`config.mk`:
```
export PLATFORM = sky130hd
export DESIGN_NAME = clock_distribution_seq_flat
export DESIGN_NICKNAME = d
export VERILOG_FILES = /design/src/rtl/clock_distribution_seq_if.sv /design/src/rtl/clock_distribution_seq.sv /design/src/flat_wrapper.sv
export SDC_FILE = /design/constraint.sdc
export NUM_CORES = 1
export LEC_CHECK = 0
export BUFFER_PORTS_ARGS = -buffer_cell sky130_fd_sc_hd__buf_4
export CAP_MARGIN = 20
export CORE_MARGIN = 4
export CORE_UTILIZATION = 58
export DETAILED_ROUTE_END_ITERATION = 16
export PLACE_DENSITY = 0.94
export SYNTH_ARGS = -nofsm -noshare
export SYNTH_HDL_FRONTEND = slang
export SYNTH_SLANG_ARGS = --single-unit
```
`constraint.sdc`:
```
create_clock -name clk -period 5.2 [get_ports clk]
set_clock_uncertainty 0.15 [all_clocks]
set_input_delay 0.52 -clock clk [delete_from_list [all_inputs] [get_ports clk]]
set_output_delay 0.52 -clock clk [all_outputs]
set_load 0.005 [all_outputs]
```
`src/rtl/clock_distribution_seq_if.sv`:
```
// Control/status bundle between software-facing control and the clock distribution sequencer.
// Latency: none (wires only).
// Backpressure: none; atb_req/atb_ack form a level handshake held by the requester until acked.
// Ports:
//   en, supply_ok, atb_req, atb_sel : requester -> sequencer
//   pdb, atb_ena, ready, atb_ack, fault, state : sequencer -> requester / analog block
interface clock_distribution_seq_if;
  logic       en;
  logic       supply_ok;
  logic       atb_req;
  logic [1:0] atb_sel;
  logic       pdb;
  logic [1:0] atb_ena;
  logic       ready;
  logic       atb_ack;
  logic       fault;
  logic [2:0] state;

  modport master (
    output en, supply_ok, atb_req, atb_sel,
    input  pdb, atb_ena, ready, atb_ack, fault, state
  );

  modport slave (
    input  en, supply_ok, atb_req, atb_sel,
    output pdb, atb_ena, ready, atb_ack, fault, state
  );
endinterface

```
`src/rtl/clock_distribution_seq.sv`:
```
// Sequencer for the IDAC clock distribution block: power-up, test-bus select, fault power-down.
// Latency: all outputs registered; every input change is visible one cycle later.
// Backpressure: one test-bus request at a time; atb_ack held until atb_req drops.
// Ports:
//   clk, rst : clock and synchronous active-high reset
//   bus      : slave side of clock_distribution_seq_if (en/supply_ok/atb_req/atb_sel in,
//              pdb/atb_ena/ready/atb_ack/fault/state out)
module clock_distribution_seq #(
  parameter int CNT_W          = 8,
  parameter int SETTLE_CYC     = 16,
  parameter int CLK_SETTLE_CYC = 8,
  parameter int ATB_SETTLE_CYC = 4
) (
  input  logic                     clk,
  input  logic                     rst,
  clock_distribution_seq_if.slave  bus
);

  typedef enum logic [2:0] {
    OFF        = 3'd0,
    PWRUP      = 3'd1,
    CLKON      = 3'd2,
    READY      = 3'd3,
    ATB_SETTLE = 3'd4,
    ATB_VALID  = 3'd5,
    FAULT      = 3'd6
  } state_t;

  // Counter reload values: a state lasting N cycles loads N-1 on entry.
  localparam logic [CNT_W-1:0] SETTLE_LD = CNT_W'(SETTLE_CYC - 1);
  localparam logic [CNT_W-1:0] CLK_LD    = CNT_W'(CLK_SETTLE_CYC - 1);
  localparam logic [CNT_W-1:0] ATB_LD    = CNT_W'(ATB_SETTLE_CYC - 1);

  state_t           state_q, state_d;
  logic [CNT_W-1:0] cnt_q, cnt_d;
  logic [1:0]       atb_ena_q, atb_ena_d;
  logic             pdb_q, pdb_d;
  logic             ready_q, ready_d;
  logic             ack_q, ack_d;
  logic             fault_q, fault_d;
  logic             sup_fault;

  always_ff @(posedge clk) begin
    if (rst) begin
      state_q   <= OFF;
      cnt_q     <= '0;
      atb_ena_q <= 2'b00;
      pdb_q     <= 1'b0;
      ready_q   <= 1'b0;
      ack_q     <= 1'b0;
      fault_q   <= 1'b0;
    end else begin
      state_q   <= state_d;
      cnt_q     <= cnt_d;
      atb_ena_q <= atb_ena_d;
      pdb_q     <= pdb_d;
      ready_q   <= ready_d;
      ack_q     <= ack_d;
      fault_q   <= fault_d;
    end
  end

  always_comb begin
    state_d   = state_q;
    // Free-running decrement that parks at zero; states reload it on entry.
    cnt_d     = (cnt_q != '0) ? cnt_q - CNT_W'(1) : cnt_q;
    atb_ena_d = atb_ena_q;
    // Supply is only watched once pdb is released; during PWRUP a dip just restarts settling.
    sup_fault = !bus.supply_ok &&
                (state_q inside {CLKON, READY, ATB_SETTLE, ATB_VALID});

    if (!bus.en) begin
      state_d = OFF;
    end else if (sup_fault) begin
      state_d = FAULT;
    end else begin
      case (state_q)
        OFF: begin
          state_d = PWRUP;
          cnt_d   = SETTLE_LD;
        end
        PWRUP: begin
          if (!bus.supply_ok) begin
            cnt_d = SETTLE_LD;
          end else if (cnt_q == '0) begin
            state_d = CLKON;
            cnt_d   = CLK_LD;
          end
        end
        CLKON: begin
          if (cnt_q == '0) state_d = READY;
        end
        READY: begin
          if (bus.atb_req) begin
            state_d   = ATB_SETTLE;
            cnt_d     = ATB_LD;
            atb_ena_d = bus.atb_sel;
          end
        end
        ATB_SETTLE: begin
          // Abandoned request wins over settle completion: no ack is ever issued.
          if (!bus.atb_req)        state_d = READY;
          else if (cnt_q == '0)    state_d = ATB_VALID;
        end
        ATB_VALID: begin
          if (!bus.atb_req) state_d = READY;
        end
        FAULT: begin
          state_d = FAULT;
        end
        default: begin
          state_d = OFF;
        end
      endcase
    end

    // Outputs decoded from the next state so they register alongside it.
    if (!(state_d inside {ATB_SETTLE, ATB_VALID})) atb_ena_d = 2'b00;
    pdb_d   = state_d inside {CLKON, READY, ATB_SETTLE, ATB_VALID};
    ready_d = state_d inside {READY, ATB_SETTLE, ATB_VALID};
    ack_d   = (state_d == ATB_VALID);
    fault_d = (state_d == FAULT);
  end

  assign bus.state   = state_q;
  assign bus.pdb     = pdb_q;
  assign bus.atb_ena = atb_ena_q;
  assign bus.ready   = ready_q;
  assign bus.atb_ack = ack_q;
  assign bus.fault   = fault_q;

endmodule

```
`src/flat_wrapper.sv`:
```
// flat-port wrapper written by rule: the top's interface ports become plain ports
module clock_distribution_seq_flat 
#(
  parameter int CNT_W          = 8,
  parameter int SETTLE_CYC     = 16,
  parameter int CLK_SETTLE_CYC = 8,
  parameter int ATB_SETTLE_CYC = 4
)
  (clk, rst, bus_en, bus_supply_ok, bus_atb_req, bus_atb_sel, bus_pdb, bus_atb_ena, bus_ready, bus_atb_ack, bus_fault, bus_state);
  clock_distribution_seq_if bus_i ();
  input  logic clk;
  input  logic rst;
  input wire logic [$bits(bus_i.en)-1:0] bus_en;
  input wire logic [$bits(bus_i.supply_ok)-1:0] bus_supply_ok;
  input wire logic [$bits(bus_i.atb_req)-1:0] bus_atb_req;
  input wire logic [$bits(bus_i.atb_sel)-1:0] bus_atb_sel;
  output wire logic [$bits(bus_i.pdb)-1:0] bus_pdb;
  output wire logic [$bits(bus_i.atb_ena)-1:0] bus_atb_ena;
  output wire logic [$bits(bus_i.ready)-1:0] bus_ready;
  output wire logic [$bits(bus_i.atb_ack)-1:0] bus_atb_ack;
  output wire logic [$bits(bus_i.fault)-1:0] bus_fault;
  output wire logic [$bits(bus_i.state)-1:0] bus_state;
  assign bus_i.en = bus_en;
  assign bus_i.supply_ok = bus_supply_ok;
  assign bus_i.atb_req = bus_atb_req;
  assign bus_i.atb_sel = bus_atb_sel;
  assign bus_pdb = bus_i.pdb;
  assign bus_atb_ena = bus_i.atb_ena;
  assign bus_ready = bus_i.ready;
  assign bus_atb_ack = bus_i.atb_ack;
  assign bus_fault = bus_i.fault;
  assign bus_state = bus_i.state;
  clock_distribution_seq #(.CNT_W(CNT_W), .SETTLE_CYC(SETTLE_CYC), .CLK_SETTLE_CYC(CLK_SETTLE_CYC), .ATB_SETTLE_CYC(ATB_SETTLE_CYC)) u_core (.clk(clk), .rst(rst), .bus(bus_i));
endmodule
```
==> flow_summary.yaml <==
synthesis:
  synth_cells: 107
  synth.net_count: 116
  synth_top_family_by_area: "simple AND/OR/NAND/NOR gates"
  area_share_of_xor_xnor_cells_in_the_synthesized_design: 0.0645
  post_synth_fa_ha_maj_area_fraction: 0.0263
  post_synthesis_cell_area_sq_um: 951
  yosys.area_share.simple: 0.270
  number_of_distinct_standard_cells_referenced_by_the_synthesized_netlist: 42
  postSynthRegisterBits: 17
  synth-compound-area-share: 0.178
  ys_seq_area_frac: 0.358
  synth_area_per_cell_sq_um: 8.89
  muxShareOfSynthArea: 0.0421
  yosysWarningCount: 0
routing:
  remaining_design_rule_violation_count: 0
  final_antenna_net_count: 0
  drt_first_pass_iters: 4
  vias_post_dr: 856
  drt-initial-drc-count: 37
  wire_per_inst_um: 14.9
  routed_wirelength_mm: 2.03
  route.detailed.vias_per_inst: 6.29
clock_tree:
  postCtsSetupBuffers: 0
  clock_insertion_delay_worst_skew_ns: 0.29
  cts_hold_buf: 0
  post_cts_resize_count: 0
  cts_sinks: 17
  max-clock-path-buffers: 2
  ctsRootBufferMaster: "clkbuf_4"
  cts.htree.levels: 1
  cts_made_buffers: 3
  cts.reportedPaths.clkPinSlew_ns: 0.11
  tritoncts: "yes"
sta:
  timing.slew.headroom: 0.689
  hold_viol: 0
  tightest_slew_ns: 0.466
  final_setup_tns_ns: 0
  timing_max_transition_violations_final: 0
  fin_crit_ns: 2.19
  post-route-period-util: 0.421
  holdWs_ns: 0.318
  unrepaired_setup_endpoints_after_global_routing: "false"
  max_freq_ghz: 0.457
  setup_viol: 0
die:
  chipHeight_um: 48.5
  num_io_pins: 16
  die_w_um: 48.5
  effective_utilization_at_floorplan: 0.624
  die_area_sq_um: 2350
  rows: 14
  core_area_sq_um: 1520
global_route:
  grt_pass1_wl_mm: 3.53
  grt-busiest-layer: "met2"
  grt_remaining_overflow: 0
  groute.layer.met3.usage: 0.0337
  groute.usage.overall: 0.184
  global_route.usage.met1: 0.227
  antenna_found_initial: 0
  largest_net_degree_at_the_start_of_global_routing: 16
  met2_usage: 0.293
  vias_in_the_first_global_route: 806
layout:
  utilization: 0.702
  ff_latch_area_sq_um: 340
  antennaDiodeCount: 0
  final-instance-count-excl-fill: 136
  post_route_cells_drive_above_1_share: 0.225
  fillCellCount: 107
  area_growth_syn_to_layout_pct: 12.5
  fin_nets: 130
  multi_input_comb_area_sq_um: 552
min_path:
  hold_path.class: "input port to flop"
  hold_depth: 2
critical_path:
  critPathTopFamily: "simple AND/OR/NAND/NOR gates"
  launching_element_type_of_the_critical_path: "flop"
  timing_worst_setup_path_type: "flop to flop"
  critical_path.endpoint_type: "flop"
  crit_cells: 8
  crit_path_max_fanout: 7
  critical_path.max_stage_delay_ns: 0.44
  ff2ff_path_depth: 8
  critPathRequiredTime_ns: 5.28
  critPathSlowestCell: "or3b_4"
  worst-path-buf-inv: 2
  timing.critical_path.arrival_ns: 2.27
  critical_path.cell_chain: "inv_1, ha_1, or3b_4, nor3_4, inv_1, ha_1, a41oi_1, o21a_1"
status:
  run_status: "finished clean"
place:
  port_buffers: 15
  dpl.cell_count: 132
  place.gp.congestion: 0.766
  detailed_place_hpwl_mm: 1.52
power_and_ir_drop:
  powerDensity_nw_per_um2: 277
  power_mw: 0.296
  peakVddDrop_v: 0.000208
  power.leakage_nw: 0.402
flow_run:
  drv_cap: 0
## sequential cells by signal (all words and copies together) (netlist names)
signal	count
u_core.bus.ready	1
u_core.bus.pdb	1
u_core.cnt_q	8
u_core.bus.fault	1
u_core.bus.atb_ack	1
u_core.bus.state	3
u_core.bus.atb_ena	2
## logic make-up after synthesis
| kind of cell | count (synthesis) |
|---|---|
| simple gates | 43 |
| xor+xnor | 7 |
| fa+ha+maj | 2 |
| buf+inv | 11 |
| mux | 4 |
| compound gates | 23 |
| flops | 17 |
## where the power goes
group          internal, mW  total [mW]  switching (mW)  leakage [nW]
clock network        0.0298      0.0714          0.0416        0.0150
logic                0.0338      0.0735          0.0397         0.248
registers             0.139       0.151          0.0116         0.139
## cell usage in the layout, fill, tap and decap left out, types with 3 or more instances in the layout
cell type and count:
nand2_1 6, clkbuf_4 3, o21ai_0 3, buf_4 15, dfxtp_1 17, xnor2_1 5
a21oi_1 9, inv_1 5, mux2i_1 4, nand3_1 5, nor2_1 15
## through the flow
| stage | instance area, sq um | setup slack (ns) |
|---|---|---|
| global placement | 1040 | 3.11 |
| floorplan | 951 | 3.19 |
| finish | 1070 | 3.01 |
| detailed placement | 1040 | 3.03 |
| global route | 1070 | 2.87 |
| CTS | 1070 | 3.01 |
## synthesized netlist by cell type
cell type  number  area share
buf_6           1       0.012
nor3_4          1       0.017
or3b_1          1      0.0092
o311ai_2        1       0.017
nor2b_1         1      0.0066
buf_2           2       0.011
nor3b_1         2       0.016
clkbuf_4        1      0.0079
inv_1           5       0.020
or3b_2          1      0.0092
xnor2_1         5       0.046
or4_1           1      0.0079
o211ai_2        1       0.013
o41ai_2         1       0.017
buf_1           1      0.0039
o22ai_1         1      0.0066
nand3_1         5       0.026
nor3_1          1      0.0053
o21ai_0         3       0.016
a21oi_1         9       0.047
dfxtp_1        17        0.36
nand2_1         6       0.024
nand2_2         1      0.0066
a41oi_1         1      0.0092
nor2_1         15       0.059
nor4_4          1       0.022
a221o_2         1       0.012
nand2b_1        2       0.013
buf_4           1      0.0079
o31ai_1         1      0.0079
or3_1           1      0.0066
a211o_1         1      0.0092
or3b_4          1       0.012
a31oi_1         1      0.0066
nand4b_1        1      0.0092
nand3b_1        1      0.0079
o211ai_1        1      0.0079
xor2_1          2       0.018
mux2i_1         4       0.042
o21a_1          1      0.0079
nand4bb_1       1       0.012
ha_1            2       0.026
## per-layer routing
layer  vias up  routed length, um
met5         -                  0
met4         0                 32
met3         4                101
met2        31               1050
met1       414                843
li1        407                  -
## final timing paths
path | start | end | slack [ns]
min | rst | u_core.bus.state[2] | 0.32
max reg2reg | u_core.cnt_q[1] | u_core.cnt_q[0] | 3.01
min reg2reg | u_core.bus.atb_ena[1] | u_core.bus.atb_ena[1] | 0.39
max | u_core.cnt_q[1] | u_core.cnt_q[0] | 3.01
## final cells by class
cell class,instances,area share
repair buffers,15,0.105
multi-input cells,79,0.516
clock buffers,4,0.0246
inverters,5,0.0175
well taps,16,0.0187
flip-flops and latches,17,0.318
No activity file was read; power rests on OpenSTA's default activity.
